### src/rtl/spike_mac_sequencer_pkg.sv
// Shared widths, vector lengths and FSM state encoding for the spike MAC sequencer.
package DPE_params;
  localparam int INPUT_VEC_LEN  = 8;
  localparam int OUTPUT_VEC_LEN = 8;
  localparam int WIDTH          = 8;
  localparam int OUT_WIDTH      = 11;
  localparam int ACC_WIDTH      = 24;
  localparam int STEP_W         = 16;
  localparam int ROW_W          = $clog2(INPUT_VEC_LEN);

  typedef enum logic [1:0] {
    IDLE  = 2'd0,
    RUN   = 2'd1,
    DRAIN = 2'd2,
    DONE  = 2'd3
  } state_t;
endpackage

### src/rtl/spike_mac_sequencer_mac.sv
// Combinational column sums: each column adds the weights of every row whose spike bit is set.
module spike_MAC_builtin
  import DPE_params::*;
(
  input  logic [INPUT_VEC_LEN-1:0]                             i_spikes,
  input  logic [INPUT_VEC_LEN-1:0][OUTPUT_VEC_LEN-1:0][WIDTH-1:0] i_weights,
  output logic [OUTPUT_VEC_LEN-1:0][OUT_WIDTH-1:0]             o_sums
);

  always_comb begin
    o_sums = '0;
    for (int j = 0; j < OUTPUT_VEC_LEN; j++) begin
      for (int i = 0; i < INPUT_VEC_LEN; i++) begin
        if (i_spikes[i]) begin
          o_sums[j] = o_sums[j] + OUT_WIDTH'(i_weights[i][j]);
        end
      end
    end
  end

endmodule

### src/rtl/spike_mac_sequencer.sv
// Runs num_steps spike vectors through the weight array and accumulates saturating column sums.
module spike_mac_sequencer
  import DPE_params::*;
(
  input  logic                                      clk,
  input  logic                                      rst_n,
  input  logic                                      cfg_wr,
  input  logic [ROW_W-1:0]                          cfg_row,
  input  logic [OUTPUT_VEC_LEN-1:0][WIDTH-1:0]      cfg_data,
  output logic                                      cfg_err,
  input  logic                                      start,
  input  logic [STEP_W-1:0]                         num_steps,
  input  logic                                      spk_valid,
  output logic                                      spk_ready,
  input  logic [INPUT_VEC_LEN-1:0]                  spk_data,
  output logic                                      res_valid,
  input  logic                                      res_ready,
  output logic [OUTPUT_VEC_LEN-1:0][ACC_WIDTH-1:0]  res_data,
  output logic                                      busy
);

  state_t r_state;
  state_t w_next;

  logic [INPUT_VEC_LEN-1:0][OUTPUT_VEC_LEN-1:0][WIDTH-1:0] r_weights;
  logic [STEP_W-1:0]                          r_num_steps;
  logic [STEP_W-1:0]                          r_step_cnt;
  logic [OUTPUT_VEC_LEN-1:0][OUT_WIDTH-1:0]   r_sums;
  logic                                       r_sum_vld;
  logic [OUTPUT_VEC_LEN-1:0][ACC_WIDTH-1:0]   r_acc;
  logic                                       r_cfg_err;

  logic [OUTPUT_VEC_LEN-1:0][OUT_WIDTH-1:0]   w_sums;
  logic [OUTPUT_VEC_LEN-1:0][ACC_WIDTH-1:0]   w_acc_next;
  logic [ACC_WIDTH:0]                         w_wide;
  logic                                       w_accept;
  logic                                       w_last;
  logic                                       w_start;

  assign spk_ready = (r_state == RUN) && (r_step_cnt < r_num_steps);
  assign w_accept  = spk_valid && spk_ready;
  assign w_last    = w_accept && (r_step_cnt == r_num_steps - STEP_W'(1));
  assign w_start   = start && (r_state == IDLE);

  assign busy      = (r_state != IDLE);
  assign res_valid = (r_state == DONE);
  assign res_data  = r_acc;
  assign cfg_err   = r_cfg_err;

  spike_MAC_builtin u_mac (
    .i_spikes  (spk_data),
    .i_weights (r_weights),
    .o_sums    (w_sums)
  );

  always_comb begin
    w_next = r_state;
    case (r_state)
      IDLE:  if (start) w_next = (num_steps == '0) ? DONE : RUN;
      RUN:   if (w_last) w_next = DRAIN;
      // The single sum register retires on this edge, so DRAIN always lasts one cycle.
      DRAIN: w_next = DONE;
      DONE:  if (res_ready) w_next = IDLE;
      default: w_next = IDLE;
    endcase
  end

  always_ff @(posedge clk or negedge rst_n) begin
    if (!rst_n) r_state <= IDLE;
    else        r_state <= w_next;
  end

  always_ff @(posedge clk or negedge rst_n) begin
    if (!rst_n) begin
      r_weights <= '0;
      r_cfg_err <= 1'b0;
    end else begin
      r_cfg_err <= cfg_wr && (r_state != IDLE);
      if (cfg_wr && (r_state == IDLE)) r_weights[cfg_row] <= cfg_data;
    end
  end

  always_ff @(posedge clk or negedge rst_n) begin
    if (!rst_n) begin
      r_num_steps <= '0;
      r_step_cnt  <= '0;
      r_sums      <= '0;
      r_sum_vld   <= 1'b0;
    end else begin
      r_sum_vld <= w_accept;
      if (w_accept) r_sums <= w_sums;
      if (w_start) begin
        r_num_steps <= num_steps;
        r_step_cnt  <= '0;
      end else if (w_accept) begin
        r_step_cnt  <= r_step_cnt + STEP_W'(1);
      end
    end
  end

  // One spare bit catches the carry; any carry pins the column at its maximum.
  always_comb begin
    w_acc_next = r_acc;
    w_wide     = '0;
    for (int j = 0; j < OUTPUT_VEC_LEN; j++) begin
      w_wide        = {1'b0, r_acc[j]} + (ACC_WIDTH + 1)'(r_sums[j]);
      w_acc_next[j] = w_wide[ACC_WIDTH] ? {ACC_WIDTH{1'b1}} : w_wide[ACC_WIDTH-1:0];
    end
  end

  always_ff @(posedge clk or negedge rst_n) begin
    if (!rst_n)         r_acc <= '0;
    else if (w_start)   r_acc <= '0;
    else if (r_sum_vld) r_acc <= w_acc_next;
  end

endmodule
### config.mk
export PLATFORM = sky130hd
export DESIGN_NAME = spike_mac_sequencer
export DESIGN_NICKNAME = d
export VERILOG_FILES = /design/src/rtl/spike_mac_sequencer_pkg.sv /design/src/rtl/spike_mac_sequencer_mac.sv /design/src/rtl/spike_mac_sequencer.sv
export SDC_FILE = /design/constraint.sdc
export NUM_CORES = 2
export LEC_CHECK = 0
export BUFFER_PORTS_ARGS = -buffer_cell sky130_fd_sc_hd__buf_4
export CORE_AREA = 4 4 393 279
export CTS_CLUSTER_DIAMETER = 100
export DETAILED_ROUTE_END_ITERATION = 8
export DIE_AREA = 0 0 397 283
export PLACE_DENSITY = 0.78
export SLEW_MARGIN = 20
export SYNTH_ARGS = -nofsm -noshare
export SYNTH_HDL_FRONTEND = slang
export SYNTH_HIERARCHICAL = 1
export SYNTH_SLANG_ARGS = --single-unit
### constraint.sdc
create_clock -name clk -period 17.21 [get_ports clk]
set_input_delay 1.721 -clock clk [delete_from_list [all_inputs] [get_ports clk]]
set_output_delay 1.721 -clock clk [all_outputs]
set_load 0.05 [all_outputs]
==> results.sh <==
export IMPL_run_status="finished, final reports clean"
export IMPL_dp_hpwl_um=119000
export IMPL_grt_pass1_vias=51200
export IMPL_cts_sinks=828
export IMPL_max_stage_delay_ps=530
export IMPL_route_detailed_drc=0
export IMPL_cts_tree="done"
export IMPL_period_share=0.593
export IMPL_synth_top_area_frac=0.329
export IMPL_pin_count=293
export IMPL_cts_hold_buf=0
export IMPL_crit_top_cell="ha_1"
export IMPL_synth_area_um2=63000
export IMPL_clock_path_buffers=3
export IMPL_drv_cap=0
export IMPL_synth_edff_count=0
export IMPL_grt_max_degree=158
export IMPL_skew_ps=19.7
export IMPL_die_area_um2=112000
export IMPL_ys_async_sr_fraction=1.00
export IMPL_vias=50900
export IMPL_core_area_um2=106000
export IMPL_synthTopCellsByArea="dfrtp_1 33%, mux2_2 14%, ha_1 11%"
export IMPL_syn_nets=7197
export IMPL_track_usage=0.289
export IMPL_final_nets=7394
export IMPL_slew_violations=0
export IMPL_antenna_found_initial=0
export IMPL_finalSetupTns_ps=0
export IMPL_finalWirelength_um=165000
export IMPL_clkTransAtPathRegs_ps=60
export IMPL_cts_buffers=88
export IMPL_hold_violations=0
export IMPL_grt_pass1_wl_um=269000
export IMPL_clock_root_buffer="clkbuf_16"
export IMPL_cp_start_kind="input pin"
export IMPL_synth_cells=6477
export IMPL_routabilityCongestion=0.901
export IMPL_yosys_area_top_type="dfrtp_1"
export IMPL_yosys_warnings=6
export IMPL_port_buffers=292
export IMPL_crit_path_end_kind="flop"
export IMPL_rsz0062_at_grt="no"
export IMPL_clk_insertion_delay_late_ps=680
export IMPL_yosysUniqueCellTypes=114
export IMPL_syn_area_per_cell_um2=9.72
export IMPL_gr_total_overflow=0
export IMPL_synth_flop_cell="dfrtp_1"
export IMPL_route_detailed_vias_per_inst=6.23
export IMPL_drt_initial_drc_count=3234
export IMPL_die_y_um=283
export IMPL_first_pass_iters=6
export IMPL_area_delta_synth_final_pct=10.4
export IMPL_crit_required_ps=17760
export IMPL_synth_seq_cells=828
export IMPL_htree_levels=3
export IMPL_fillers=8384
export IMPL_finalSetupViolations=0
export IMPL_cpMaxStageDelayCell="buf_4"
export IMPL_min_period_ps=10210
export IMPL_ant_nets=0
export IMPL_rows=100
export IMPL_tightest_slew_ps=1110
export IMPL_start_util=0.595
export IMPL_cts_repair_resized=0
export IMPL_wire_per_inst_um=20.1
export IMPL_cp_max_fo=64
export IMPL_hold_class="flop to flop"
export IMPL_die_x_um=397
export IMPL_crit_type="input pin to flop"
export IMPL_post_cts_repair_setup_buffers=0
export IMPL_ys_seq_area_frac=0.329
export IMPL_cp_arrival_ps=10760
export IMPL_drive_above_1_share=0.201
export IMPL_slew_headroom=0.256
export IMPL_max_freq_mhz=98.0
==> registers in the layout, indices dropped and copies added, names as in the netlist <==
signal,cells
r_step_cnt,16
r_num_steps,16
r_sums,88
res_data,192
cfg_err,1
r_sum_vld,1
r_state,2
r_weights,512
==> final timing paths <==
| kind | end | slack, ps | start | depth (start not counted) |
|---|---|---|---|---|
| worst max-delay path | r_sums[32]$_DFFE_PN0P_ | 7000 | spk_data[0] | 41 |
| worst min-delay path | r_weights[27]$_DFFE_PN0P_ | 500 | r_weights[27]$_DFFE_PN0P_ | 1 |
| worst max register to register | r_sums[32]$_DFFE_PN0P_ | 8270 | r_weights[16]$_DFFE_PN0P_ | 40 |
| worst min register to register | r_weights[27]$_DFFE_PN0P_ | 500 | r_weights[27]$_DFFE_PN0P_ | 1 |
| max in group asynchronous | res_data[55]$_DFFE_PN0P_ | 13360 | rst_n | 4 |
| min in group asynchronous | r_weights[178]$_DFFE_PN0P_ | 1080 | rst_n | 1 |
==> cells by family after synthesis <==
kind of cell / count (synthesis) / synth area share
compound gates: 1814 / 0.189
simple gates: 1393 / 0.110
mux: 847 / 0.150
flops: 828 / 0.329
fa+ha+maj: 623 / 0.131
buf+inv: 588 / 0.0363
xor+xnor: 384 / 0.0550
==> cell usage after synthesis (37+ instances only) <==
cell type	instances
inv_1	359
nor2_1	419
and2_1	54
nor3_1	112
nor2b_1	107
nand2_1	309
mux2_2	768
nand2b_1	37
o31ai_1	37
and3_1	81
a21oi_1	411
a211oi_1	107
a21o_1	143
o21a_1	140
ha_1	559
fa_1	64
xor2_1	121
nand3_1	93
dfrtp_1	828
xnor2_1	254
o21ai_0	443
a31oi_1	129
clkbuf_1	168
mux2i_1	79
o21bai_1	70
==> stage by stage <==
stage                     std cells  cell area [um2]  hold slack, ps  setup WS (ps)  utilization
after detailed placement       8011            66400             486           6420        0.628
after CTS                      8171            69500             500           7110        0.657
after global placement         8011            66400             480           6720        0.628
after floorplan                6477            63000             471           7760            -
final                          8173            69500             499           7000        0.657
after global routing           8172            69500             514           6410        0.657
==> critical path, delay by kind of cell <==
kind	cells	cell delay, ps
simple gates	6	1250
xor+xnor	3	350
fa+ha+maj	8	2280
buf+inv	3	700
mux	4	1050
compound gates	17	3420
==> routing by layer <==
layer	global-route usage	vias up	wire (um)
li1	-	24100	-
met1	0.370	25100	70100
met2	0.498	1368	80500
met3	0.0385	382	7090
met4	0.109	0	6790
met5	0	-	0
==> layout make-up <==
type | instances | area (um2) | share of cell area
clock inverter | 30 | 424 | 0.00610
timing repair buffer | 332 | 2540 | 0.0366
inverter | 363 | 1360 | 0.0196
tap | 1428 | 1790 | 0.0257
clock buffer | 130 | 2620 | 0.0378
antenna | 1 | 2.50 | 0.0000360
sequential | 828 | 20700 | 0.298
multi-input combinational | 5061 | 40000 | 0.576
==> layout by cell type, fill, tap and decap left out, types with 30 or more instances in the layout <==
cell and count:
dfrtp_1 827, mux2_2 768, ha_1 559, o21ai_0 443, nor2_1 416, a21oi_1 411
inv_1 358, buf_4 328, nand2_1 308, xnor2_1 254, a21o_1 143, o21a_1 140
a31oi_1 129, xor2_1 121, nor3_1 109, nor2b_1 107, a211oi_1 107, nand3_1 92
clkbuf_16 91, and3_1 81, mux2i_1 79, o21bai_1 70, fa_1 64, and2_1 53
o31ai_1 37, nand2b_1 36, o31a_1 34, nand4_1 30
Power is left out: the tool's default activity adds up to more than one toggle a clock period on the data nets, which glitch-free logic cannot reach.
